==> src/rtl/uart_rx_unit.sv <==
// uart_rx_unit: 8N1 UART receiver feeding the MemoryUnit UART read port.
// Two-flop input synchroniser, mid-bit sampling, read-to-clear status flags.
// Optional macro UART_RX_PARITY_EN switches the frame to 8E1 and adds rx_parity_error.
module uart_rx_unit #(
  parameter int unsigned CLK_FREQ = 50000000,
  parameter int unsigned BAUD     = 115200
) (
  input  logic       clk,
  input  logic       nreset,
  input  logic       uart_in,
  input  logic       rd,
  output logic [7:0] rx_data,
  output logic       rx_valid,
  output logic       rx_interrupt,
  output logic       rx_frame_error,
`ifdef UART_RX_PARITY_EN
  output logic       rx_parity_error,
`endif
  output logic       rx_overrun
);

  localparam int unsigned CLKS_PER_BIT = CLK_FREQ / BAUD;
  localparam int unsigned CNT_W        = $clog2(CLKS_PER_BIT) + 1;
  localparam logic [CNT_W-1:0] CNT_MID  = CNT_W'(CLKS_PER_BIT / 2 - 1);
  localparam logic [CNT_W-1:0] CNT_LAST = CNT_W'(CLKS_PER_BIT - 1);

  typedef enum logic [2:0] {
    IDLE,
    START,
    DATA,
    PARITY,
    STOP,
    COMMIT,
    WAIT_IDLE
  } state_t;

  state_t           state, state_n;
  logic             sync1, rxs;
  logic [CNT_W-1:0] cnt, cnt_n;
  logic [2:0]       bit_idx, bit_idx_n;
  logic [7:0]       shreg, shreg_n;
  logic [7:0]       rx_data_n;
  logic             rx_valid_n;
  logic             rx_interrupt_n;
  logic             rx_frame_error_n;
  logic             rx_overrun_n;
`ifdef UART_RX_PARITY_EN
  logic             rx_parity_error_n;
`endif

  // Input synchroniser; idles high so reset never looks like a start bit.
  always_ff @(posedge clk) begin
    if (!nreset) begin
      sync1 <= 1'b1;
      rxs   <= 1'b1;
    end else begin
      sync1 <= uart_in;
      rxs   <= sync1;
    end
  end

  // State, counters and all registered outputs.
  always_ff @(posedge clk) begin
    if (!nreset) begin
      state          <= IDLE;
      cnt            <= '0;
      bit_idx        <= '0;
      shreg          <= '0;
      rx_data        <= 8'h00;
      rx_valid       <= 1'b0;
      rx_interrupt   <= 1'b0;
      rx_frame_error <= 1'b0;
      rx_overrun     <= 1'b0;
`ifdef UART_RX_PARITY_EN
      rx_parity_error <= 1'b0;
`endif
    end else begin
      state          <= state_n;
      cnt            <= cnt_n;
      bit_idx        <= bit_idx_n;
      shreg          <= shreg_n;
      rx_data        <= rx_data_n;
      rx_valid       <= rx_valid_n;
      rx_interrupt   <= rx_interrupt_n;
      rx_frame_error <= rx_frame_error_n;
      rx_overrun     <= rx_overrun_n;
`ifdef UART_RX_PARITY_EN
      rx_parity_error <= rx_parity_error_n;
`endif
    end
  end

  // Next-state and output logic; rd clears flags unless a set happens this cycle.
  always_comb begin
    state_n          = state;
    cnt_n            = cnt;
    bit_idx_n        = bit_idx;
    shreg_n          = shreg;
    rx_data_n        = rx_data;
    rx_valid_n       = rx_valid & ~rd;
    rx_interrupt_n   = 1'b0;
    rx_frame_error_n = rx_frame_error & ~rd;
    rx_overrun_n     = rx_overrun & ~rd;
`ifdef UART_RX_PARITY_EN
    rx_parity_error_n = rx_parity_error & ~rd;
`endif

    case (state)
      IDLE: begin
        if (!rxs) begin
          cnt_n   = '0;
          state_n = START;
        end
      end

      START: begin
        if (cnt == CNT_MID) begin
          if (rxs) begin
            state_n = IDLE;
          end else begin
            cnt_n     = '0;
            bit_idx_n = '0;
            state_n   = DATA;
          end
        end else begin
          cnt_n = cnt + CNT_W'(1);
        end
      end

      DATA: begin
        if (cnt == CNT_LAST) begin
          cnt_n     = '0;
          shreg_n   = {rxs, shreg[7:1]};
          bit_idx_n = bit_idx + 3'd1;
          if (bit_idx == 3'd7) begin
`ifdef UART_RX_PARITY_EN
            state_n = PARITY;
`else
            state_n = STOP;
`endif
          end
        end else begin
          cnt_n = cnt + CNT_W'(1);
        end
      end

`ifdef UART_RX_PARITY_EN
      // Even parity: data bits plus parity bit must XOR to zero.
      PARITY: begin
        if (cnt == CNT_LAST) begin
          cnt_n = '0;
          if ((^shreg) ^ rxs) begin
            rx_parity_error_n = 1'b1;
          end
          state_n = STOP;
        end else begin
          cnt_n = cnt + CNT_W'(1);
        end
      end
`endif

      STOP: begin
        if (cnt == CNT_LAST) begin
          cnt_n = '0;
          if (rxs) begin
            state_n = COMMIT;
          end else begin
            rx_frame_error_n = 1'b1;
            state_n          = WAIT_IDLE;
          end
        end else begin
          cnt_n = cnt + CNT_W'(1);
        end
      end

      // Commit wins over a simultaneous rd; overrun only if the old byte stays unread.
      COMMIT: begin
        rx_data_n      = shreg;
        rx_valid_n     = 1'b1;
        rx_interrupt_n = 1'b1;
        if (rx_valid && !rd) begin
          rx_overrun_n = 1'b1;
        end
        state_n = IDLE;
      end

      // Hold off a break condition until the line returns high.
      WAIT_IDLE: begin
        if (rxs) begin
          state_n = IDLE;
        end
      end

      default: begin
        state_n = IDLE;
      end
    endcase
  end

endmodule

==> config.mk <==
export PLATFORM = sky130hd
export DESIGN_NAME = uart_rx_unit
export DESIGN_NICKNAME = d
export VERILOG_FILES = /design/src/rtl/uart_rx_unit.sv
export SDC_FILE = /design/constraint.sdc
export NUM_CORES = 1
export LEC_CHECK = 0
export BUFFER_PORTS_ARGS = -buffer_cell sky130_fd_sc_hd__buf_2
export CAP_MARGIN = 5
export CORE_ASPECT_RATIO = 1.75
export CORE_UTILIZATION = 39
export CTS_BUF_LIST = sky130_fd_sc_hd__clkbuf_2
export DETAILED_ROUTE_END_ITERATION = 7
export PLACE_DENSITY = 0.66
export REMOVE_ABC_BUFFERS = 1
export SLEW_MARGIN = 15
export SYNTH_ARGS = -nofsm -noshare
export SYNTH_HDL_FRONTEND = slang
export SYNTH_SLANG_ARGS = --single-unit
==> constraint.sdc <==
create_clock -name clk -period 1.8 [get_ports clk]
set_input_delay 0.45 -clock clk [delete_from_list [all_inputs] [get_ports clk]]
set_output_delay 0.45 -clock clk [all_outputs]
set_load 0.05 [all_outputs]
==> results of run 1 <==
[cell families (layout without fill, tap and decap cells)]
kind of cell / count (synthesis) / count (layout)
AND/OR/NAND/NOR: 93 / 93
AO/OA/AOI/OAI: 39 / 40
flip-flops: 38 / 38
buffers and inverters: 17 / 57
multiplexers: 11 / 11
adder cells (fa/ha/maj): 5 / 5
XOR/XNOR: 3 / 3
[area by class of cell]
type | count | area [um^2]
fill | 406 | 2110
sequential | 38 | 767
multi-input combinational | 152 | 1030
inverter | 6 | 22.5
tap | 51 | 63.8
timing repair buffer | 43 | 302
clock inverter | 2 | 37.5
clock buffer | 6 | 30.0
[Yosys cell counts (3+ instances only)]
master    number
a21oi_1       14
dfxtp_1       38
nand2_1       34
mux2i_1       11
inv_1          5
nand2b_1       6
xnor2_1        3
a22oi_1        3
nor2_1        21
ha_1           5
nand3_1        6
nor3_1         5
o21ai_1        3
or3b_1         3
a31oi_1        7
clkbuf_1       7
[power breakdown]
part           internal, mW  leakage [nW]  total, mW  switching, mW
Sequential            0.890         0.309      0.936         0.0464
Clock                 0.241        0.0392      0.528          0.287
Combinational         0.283         0.563      0.593          0.310
Total                  1.41         0.911       2.06          0.644
[sequential cells by signal (all words and copies together) (netlist names)]
register / cells
cnt: 10
rx_interrupt: 1
shreg: 8
bit_idx: 3
rx_valid: 1
rxs: 1
sync1: 1
rx_overrun: 1
state: 3
rx_frame_error: 1
rx_data: 8
[layout by cell type, fill, tap and decap left out, types with 2 or more instances in the layout]
master | netlist | routed
dfxtp_1 | 38 | 35
nand2_1 | 34 | 34
buf_4 | 2 | 26
nor2_1 | 21 | 20
buf_2 | 2 | 15
a21oi_1 | 14 | 13
mux2i_1 | 11 | 11
a31oi_1 | 7 | 7
clkbuf_2 | 0 | 6
nand2b_1 | 6 | 5
nand3_1 | 6 | 5
ha_1 | 5 | 4
inv_1 | 5 | 3
nor3_1 | 5 | 3
a22oi_1 | 3 | 3
inv_2 | 0 | 2
nand3b_1 | 2 | 2
or3b_1 | 3 | 2
or3b_4 | 1 | 2
nor3_4 | 0 | 2
o21ai_1 | 3 | 2
o21ai_2 | 0 | 2
nand4_1 | 2 | 2
xnor2_1 | 3 | 2
a22o_1 | 2 | 2
nor3_2 | 2 | 2
dfxtp_2 | 0 | 2
[how the worst max path moves through the flow]
stage / from / endpoint / depth (start not counted)
after detailed placement: cnt[0] / cnt[9] / 7
after global routing: cnt[1] / shreg[7] / 9
after floorplan: state[1] / shreg[0] / 4
final: cnt[1] / cnt[9] / 8
after global placement: cnt[0] / cnt[9] / 7
after CTS: cnt[0] / cnt[9] / 7
[what timing repair did]
action	in CTS	in global routing
endpoints found under the setup margin	7	24
cloned	0	1
buffers inserted	4	0
hold buffers	0	0
pin swaps	6	11
gates resized for setup	8	16
[layer usage]
layer	track usage [%]	part of all wire (%)
met1	19.3	39
met2	33.8	54
met3	3.85	2.9
met4	10.3	4.1
met5	0	0
==> run_results.csv, run 1 <==
group,metric,value,unit
placed_design,dpl-instance-area,2050,um^2
synth,seq_area_frac_synth,43.0,%
floorplan,core,4360,um^2
floorplan,dieHeight,91.1,um
flow_run,drv_cap,0,
placed_design,hpwl,2900,um
cells_and_area,utilization,51.7,%
route,drt-initial-drc-count,60,
critical_path,worstRegToRegCells,8,
sta,worstMarginPinSlew,0.562,ns
cells_and_area,antenna_cells,0,
critical_path,endpoint_kind,"register",
synth,synthCells,206,
floorplan,initial_core_util,40.6,%
critical_path,rr_endpoint,"cnt[9]",
power_and_ir_drop,ir_worst_vdd,0.000674,V
placed_design,post-place-ws,-0.0382,ns
sta,setup_tns,-0.0208,ns
sta,layout_min_cycle_time,1.81,ns
synth,synth_area_leaders,"dfxtp_1 (43%), nand2_1 (7.2%), mux2i_1 (6.2%), nor2_1 (4.5%), a21oi_1 (4.0%)",
critical_path,start_kind,"register",
power_and_ir_drop,total_power,2.06,mW
clock_tree,ctsRootBufferMaster,"clkbuf_2",
route,wl,4170,um
route,vias_per_cell,5.44,
floorplan,design.die.area,4820,um^2
sta,slew_viol_final,0,
synth,yosysWarnings,0,
synth,postSynthAreaPerCell,8.59,um^2
sta,finalSetupViolations,3,
sta,slew_headroom,62.2,%
sta,rsz0062_at_grt,"true",
synth,yosysTopAreaCell,"dfxtp_1",
global_route,overflow,0,
route,drc,0,
global_route,antenna_found_initial,0,
placed_design,gp_congestion,0.899,
critical_path,required,2.09,ns
worst_hold_path,hold_path_depth,2,
critical_path,cp_slowest_cell,"a221o_2",
sta,finClkSkew,0.00651,ns
route,first_pass_iters,5,
critical_path,max_stage_delay,0.44,ns
clock_tree,clock_latency,0.38,ns
synth,synth-async-reset-ratio,0,%
cells_and_area,drive_above_1_share,31.2,%
synth,synth-simple-area-share,26.3,%
sta,period_share,101,%
cells_and_area,synthToLayoutAreaGrowth,27.5,%
global_route,grt_pass1_wl,6820,um
cells_and_area,nets,255,
synth,synth_xor_area_share,1.48,%
route,ant_nets,0,
status,outcome,"finished with violations",
synth,synth_compound_area_share,15.3,%
sta,finalHoldViolations,0,
global_route,grt_max_degree,28,
synth,synth_cell_types,43,
floorplan,fp-row-count,32,
route,wl_per_cell,14.0,um
sta,fmax,552,MHz
status,failed_checks,"setup timing",
worst_hold_path,worstHoldStart,"rd",
placed_design,place_inst,285,
synth,synth_top_family_by_area,"simple AND/OR/NAND/NOR gates",
cells_and_area,layout.cells.non_filler,298,
route,num_vias,1620,
clock_tree,cts_tree,"yes",
synth,synth_mux_area_share,6.22,%
cells_and_area,stdcell_area,2260,um^2
synth,synth_edf_count,0,
sta,fin_hold_ws,0.227,ns
global_route,grt_pass1_vias,1625,
sta,setup_ws,-0.0125,ns
critical_path,critical_path.max_fanout,7,
synth,synthAdderAreaFrac,3.53,%
synth,synth_top_cell_area_share,43.0,%
worst_hold_path,hold_class,"in2reg",
clock_tree,clkSinkCount,38,
clock_tree,clock_path_buffers,2,
clock_tree,cts_buffers,5,
synth,ys.flop_type,"dfxtp_1",
critical_path,crit_arrival,2.10,ns
worst_hold_path,holdPathEnd,"rx_overrun",
clock_tree,cts.htree.levels,2,
critical_path,cp_num_buf_inv,2,
placed_design,placement.io_buffers,15,
global_route,grt_usage,18.9,%
floorplan,ios,16,
synth,synth_seq_cells,38,
critical_path,critPathTopFamily,"compound AO/OA/AOI/OAI gates",
synth,syn_area,1770,um^2
power_and_ir_drop,cellPowerDensity,911,nW/um^2
power_and_ir_drop,power_leakage,0.911,nW
critical_path,reg2reg_from,"cnt[1]",
critical_path,crit_path_cell_trace,"inv_2 > ha_4 > nand4b_1 > or2_1 > a221o_2 > buf_6 > nand3_2 > a31oi_1",
critical_path,crit_type,"reg2reg",
critical_path,r2r_slack,-0.01,ns
floorplan,fp.dieW,52.9,um
clock_tree,clk_pin_slew,0.19,ns
Note: power is estimated with default switching activity, not from simulation.
==> run 2: changes to the inputs <==
--- a/config.mk
+++ b/config.mk
@@ -8,10 +8,11 @@
 export BUFFER_PORTS_ARGS = -buffer_cell sky130_fd_sc_hd__buf_2
 export CAP_MARGIN = 5
 export CORE_ASPECT_RATIO = 1.75
-export CORE_UTILIZATION = 39
+export CORE_UTILIZATION = 55
 export CTS_BUF_LIST = sky130_fd_sc_hd__clkbuf_2
 export DETAILED_ROUTE_END_ITERATION = 7
-export PLACE_DENSITY = 0.66
+export GPL_ROUTABILITY_DRIVEN = 0
+export PLACE_DENSITY = 0.86
 export REMOVE_ABC_BUFFERS = 1
 export SLEW_MARGIN = 15
 export SYNTH_ARGS = -nofsm -noshare
==> run 2 against run 1 <==
- the flow still finishes with violations (setup timing)
- cell area fell by 0.11%
- sequential power rose by 0.7%
- register-to-register slack got worse by 0.02 ns
- global-route usage rose by 7.7 points
- non-clock buffer count rose by 4
- first-iteration DRC count rose by 28%
- combinational power rose by 10%
- die area fell by 28%
- maximum frequency fell by 1.0%
- clock power barely moved
- utilization rose by 24 points
- routed wire length rose by 10%
- critical path type unchanged
==> run_results.csv, run 2 (synthesis results as in run 1) <==
group,metric,value,unit
sta,layout_min_cycle_time,1.83,ns
sta,slew_viol_final,0,
cells_and_area,layout_commonest_cell,"dfxtp_1",
power_and_ir_drop,ir_worst_vdd,0.000749,V
global_route,grt_pass1_vias,1584,
flow_run,drv_cap,0,
placed_design,dpl-instance-area,2010,um^2
route,vias_per_cell,5.94,
clock_tree,clkSinkCount,38,
cells_and_area,synthToLayoutAreaGrowth,27.3,%
clock_tree,clock_latency,0.40,ns
global_route,overflow,0,
cells_and_area,antenna_cells,0,
route,first_pass_iters,4,
global_route,antenna_found_initial,0,
cells_and_area,multi_input_area,1010,um^2
cells_and_area,largestRegisters,"cnt: 10 flops, rx_data: 8 flops, shreg: 8 flops",
worst_hold_path,hold_class,"in2reg",
cells_and_area,fillCellCount,214,
cells_and_area,drive_above_1_share,32.8,%
sta,finalHoldViolations,0,
global_route,grt_pass1_wl,6910,um
cells_and_area,regArea,768,um^2
critical_path,critical_path.max_fanout,4,
placed_design,post-place-ws,-0.0728,ns
clock_tree,clock_path_buffers,2,
clock_tree,cts_tree,"yes",
floorplan,ios,16,
sta,setup_ws,-0.0312,ns
critical_path,crit_arrival,2.19,ns
route,ant_nets,0,
placed_design,hpwl,3030,um
floorplan,dieHeight,77.1,um
floorplan,fp.dieW,44.9,um
clock_tree,cts.htree.levels,2,
sta,fin_hold_ws,0.195,ns
global_route,grt_usage,26.6,%
status,outcome,"finished with violations",
critical_path,r2r_slack,-0.03,ns
route,drc,0,
floorplan,design.die.area,3460,um^2
critical_path,crit_type,"reg2reg",
cells_and_area,largest_register_ffs,10,
sta,finClkSkew,0.0135,ns
clock_tree,cts_buffers,5,
critical_path,endpoint_kind,"register",
cells_and_area,utilization,75.3,%
route,wl_per_cell,15.8,um
critical_path,worstRegToRegCells,7,
clock_tree,clk_pin_slew,0.20,ns
sta,rsz0062_at_grt,"true",
route,wl,4600,um
critical_path,start_kind,"register",
status,failed_checks,"setup timing",
sta,worstMarginPinSlew,0.434,ns
placed_design,placement.io_buffers,15,
worst_hold_path,hold_path_depth,2,
floorplan,initial_core_util,59.2,%
sta,period_share,102,%
route,drt-initial-drc-count,77,
cells_and_area,stdcell_area,2250,um^2
floorplan,fp-row-count,26,
cells_and_area,nets,258,
cells_and_area,largest_register,"cnt",
power_and_ir_drop,power_leakage,0.902,nW
power_and_ir_drop,cellPowerDensity,942,nW/um^2
floorplan,core,2990,um^2
clock_tree,ctsRootBufferMaster,"clkbuf_2",
sta,finalSetupViolations,4,
route,num_vias,1734,
sta,fmax,546,MHz
sta,slew_headroom,70.8,%
critical_path,required,2.16,ns
global_route,grt_max_degree,21,
sta,setup_tns,-0.0781,ns
cells_and_area,layout_common_cells,"dfxtp_1 (34), nand2_1 (33), buf_4 (29)",
[run 2: cell types whose count changed in the layout (fill, tap and decap cells not counted), sizes merged]
cell | previous run | this run
buf | 43 | 47
o41ai | 2 | 1
[run 2: worst paths after layout]
check | start | end
worst max register to register | cnt[0] | cnt[3]
worst max-delay path | cnt[0] | cnt[3]
worst min register to register | sync1 | rxs
worst min-delay path | rd | rx_overrun
[run 2: layout make-up]
cell class / count / share of cell area, %
timing repair buffer: 47 / 14.5
multi-input combinational: 151 / 45.0
tap: 42 / 2.33
clock inverter: 2 / 1.66
clock buffer: 6 / 1.33
sequential: 38 / 34.1
inverter: 6 / 1.11
[run 2: stage by stage]
| step | instances | total power [mW] |
|---|---|---|
| floorplan | 195 | 1.22 |
| global placement | 274 | 1.38 |
| detailed placement | 274 | 1.41 |
| CTS | 286 | 2.00 |
| global route | 292 | 2.21 |
| finish | 292 | 2.12 |
[run 2: critical path, cell delays in order (launching register included)]
cell and delay [ns]:
dfxtp_4 0.40, inv_2 0.06, ha_2 0.15, and4bb_2 0.28
a31oi_1 0.16, nor4_1 0.43, buf_4 0.21, a22o_1 0.12
[run 2: metal layers]
metal  track usage [%]  wire, um
met5                 0         0
met4              18.2       190
met3              4.47       182
met2              45.0      2540
met1              28.4      1690
[run 2: power breakdown]
part	internal [mW]	switching (mW)	leakage [nW]
registers	0.892	0.0517	0.309
logic	0.316	0.337	0.554
clock network	0.240	0.287	0.0392
total	1.45	0.676	0.902
[run 2: timing repair]
item | in CTS | in global routing
resized for setup | 9 | 21
cloned | 0 | 1
pin swaps | 6 | 11
hold buffers | 0 | 0
endpoints found under the setup margin | 10 | 20
setup buffers | 4 | 5
==> run 3: changes to the inputs <==
--- a/config.mk
+++ b/config.mk
@@ -13,6 +13,7 @@
 export DETAILED_ROUTE_END_ITERATION = 7
 export GPL_ROUTABILITY_DRIVEN = 0
 export PLACE_DENSITY = 0.86
+export RECOVER_POWER = 50
 export REMOVE_ABC_BUFFERS = 1
 export SLEW_MARGIN = 15
 export SYNTH_ARGS = -nofsm -noshare
==> run 3 against run 2 <==
- the run still ends with setup timing left
- cell area shrank 0.39%
- register-to-register slack is essentially flat
- power shrank 0.20%
- die area is the same
- non-clock buffer count is the same
- combinational power is essentially flat
- maximum frequency grew 0.22%
- sequential cell count is the same
- worst hold slack gained 0.012 ns
==> run_results.csv, run 3 (synthesis results as in run 1) <==
group,metric,value,unit
global_route,grt_pass1_wl,6910,um
floorplan,dieHeight,77.1,um
power_and_ir_drop,total_power,2.12,mW
clock_tree,clk_pin_slew,0.20,ns
cells_and_area,antenna_cells,0,
clock_tree,clkSinkCount,38,
critical_path,max_stage_delay,0.43,ns
global_route,antenna_found_initial,0,
route,first_pass_iters,5,
cells_and_area,layout_common_cells,"dfxtp_1 (34), nand2_1 (33), buf_4 (27)",
critical_path,crit_arrival,2.18,ns
route,ant_nets,0,
sta,layout_min_cycle_time,1.83,ns
sta,finalSetupViolations,4,
worst_hold_path,hold_class,"in2reg",
cells_and_area,nets,258,
critical_path,required,2.15,ns
floorplan,core,2990,um^2
route,drt-initial-drc-count,88,
power_and_ir_drop,power_leakage,0.885,nW
cells_and_area,synthToLayoutAreaGrowth,26.9,%
status,outcome,"finished with violations",
critical_path,cp_slowest_cell,"nor4_1",
clock_tree,cts.htree.levels,2,
sta,finClkSkew,0.0141,ns
route,vias_per_cell,5.96,
worst_hold_path,hold_path_depth,2,
global_route,grt_usage,26.6,%
status,failed_checks,"setup timing",
global_route,grt_pass1_vias,1584,
flow_run,drv_cap,0,
clock_tree,hold_buffers,0,
floorplan,fp.dieW,44.9,um
clock_tree,ctsRootBufferMaster,"clkbuf_2",
clock_tree,cts_tree,"yes",
sta,setup_ws,-0.0272,ns
route,wl_per_cell,15.8,um
route,drc,0,
cells_and_area,layout_commonest_cell,"dfxtp_1",
clock_tree,clock_latency,0.39,ns
cells_and_area,largestRegisters,"cnt: 10 flops, rx_data: 8 flops, shreg: 8 flops",
critical_path,worstRegToRegCells,7,
critical_path,endpoint_kind,"register",
placed_design,hpwl,3030,um
route,wl,4610,um
sta,worstMarginPinSlew,0.493,ns
cells_and_area,layout.cells.non_filler,292,
floorplan,design.die.area,3460,um^2
sta,rsz0062_at_grt,"true",
clock_tree,clock_path_buffers,2,
clock_tree,cts_buffers,5,
sta,period_share,102,%
power_and_ir_drop,ir_worst_vdd,0.000747,V
global_route,overflow,0,
placed_design,place_inst,274,
power_and_ir_drop,cellPowerDensity,944,nW/um^2
critical_path,start_kind,"register",
critical_path,crit_type,"reg2reg",
sta,slew_headroom,67.2,%
sta,fmax,547,MHz
cells_and_area,largest_register,"cnt",
sta,finalHoldViolations,0,
sta,slew_viol_final,0,
floorplan,initial_core_util,59.2,%
placed_design,placement.io_buffers,15,
floorplan,ios,16,
cells_and_area,drive_above_1_share,31.6,%
route,num_vias,1740,
floorplan,fp-row-count,26,
critical_path,crit_path_cell_trace,"inv_2 > ha_2 > and4bb_2 > a31oi_1 > nor4_1 > buf_4 > a22o_1",
global_route,grt_max_degree,21,
cells_and_area,largest_register_ffs,10,
critical_path,critical_path.max_fanout,4,
run 3: changes by cell type in the layout (fill, tap and decap cells not counted), sizes merged:
cell | previous run | this run
buf | 47 | 36
clkbuf | 6 | 17
run 3: per-stage QoR:
step	util (%)	hold WS (ns)	setup WS, ns	cell area (um^2)	TNS [ns]
floorplan	-	0.386	-0.162	1720	-1.49
global placement	67.2	0.392	-0.0227	2010	-0.0227
detailed placement	67.2	0.398	-0.0728	2010	-0.287
CTS	71.3	0.183	-0.00919	2130	-0.00919
global route	75.0	0.188	-0.0678	2250	-0.604
finish	75.0	0.207	-0.0272	2250	-0.0683
run 3: power by group:
group          leakage (nW)  switching [mW]  internal, mW
Combinational         0.537           0.339         0.315
Clock                0.0392           0.283         0.240
Sequential            0.309          0.0516         0.892
Total                 0.885           0.673          1.45
run 3: final timing paths:
kind / startpoint / to / slack, ns
max reg2reg: cnt[0] / cnt[3] / -0.03
max: cnt[0] / cnt[3] / -0.03
min reg2reg: sync1 / rxs / 0.44
min: rd / rx_overrun / 0.21
run 3: critical path: cells and delay by family, from the launching register on:
kind	cells	cell delay (ns)
AOI/OAI and AO/OA	2	0.28
buffers and inverters	2	0.27
DFF	1	0.40
adders and majority gates	1	0.15
and+or+nand+nor	2	0.71
run 3: what timing repair did:
action / CTS / global route
buffers inserted: 4 / 5
endpoints found under the setup margin: 10 / 20
gates resized for setup: 9 / 21
cloned: 0 / 1
pin swaps: 6 / 11
run 3: cell type report:
type	count	area (um^2)
Clock buffer	6	30.0
Inverter	6	25.0
Tap cell	42	52.6
Fill cell	219	747
Timing Repair Buffer	47	318
Multi-Input combinational cell	151	1010
Sequential cell	38	768
Clock inverter	2	37.5
run 3: layer usage:
metal,vias up,routed length [um],GRT usage [%]
li1,811,-,-
met2,68,2540,45.0
met4,0,196,18.2
met5,-,0,0
met3,25,172,4.47
met1,836,1700,28.4
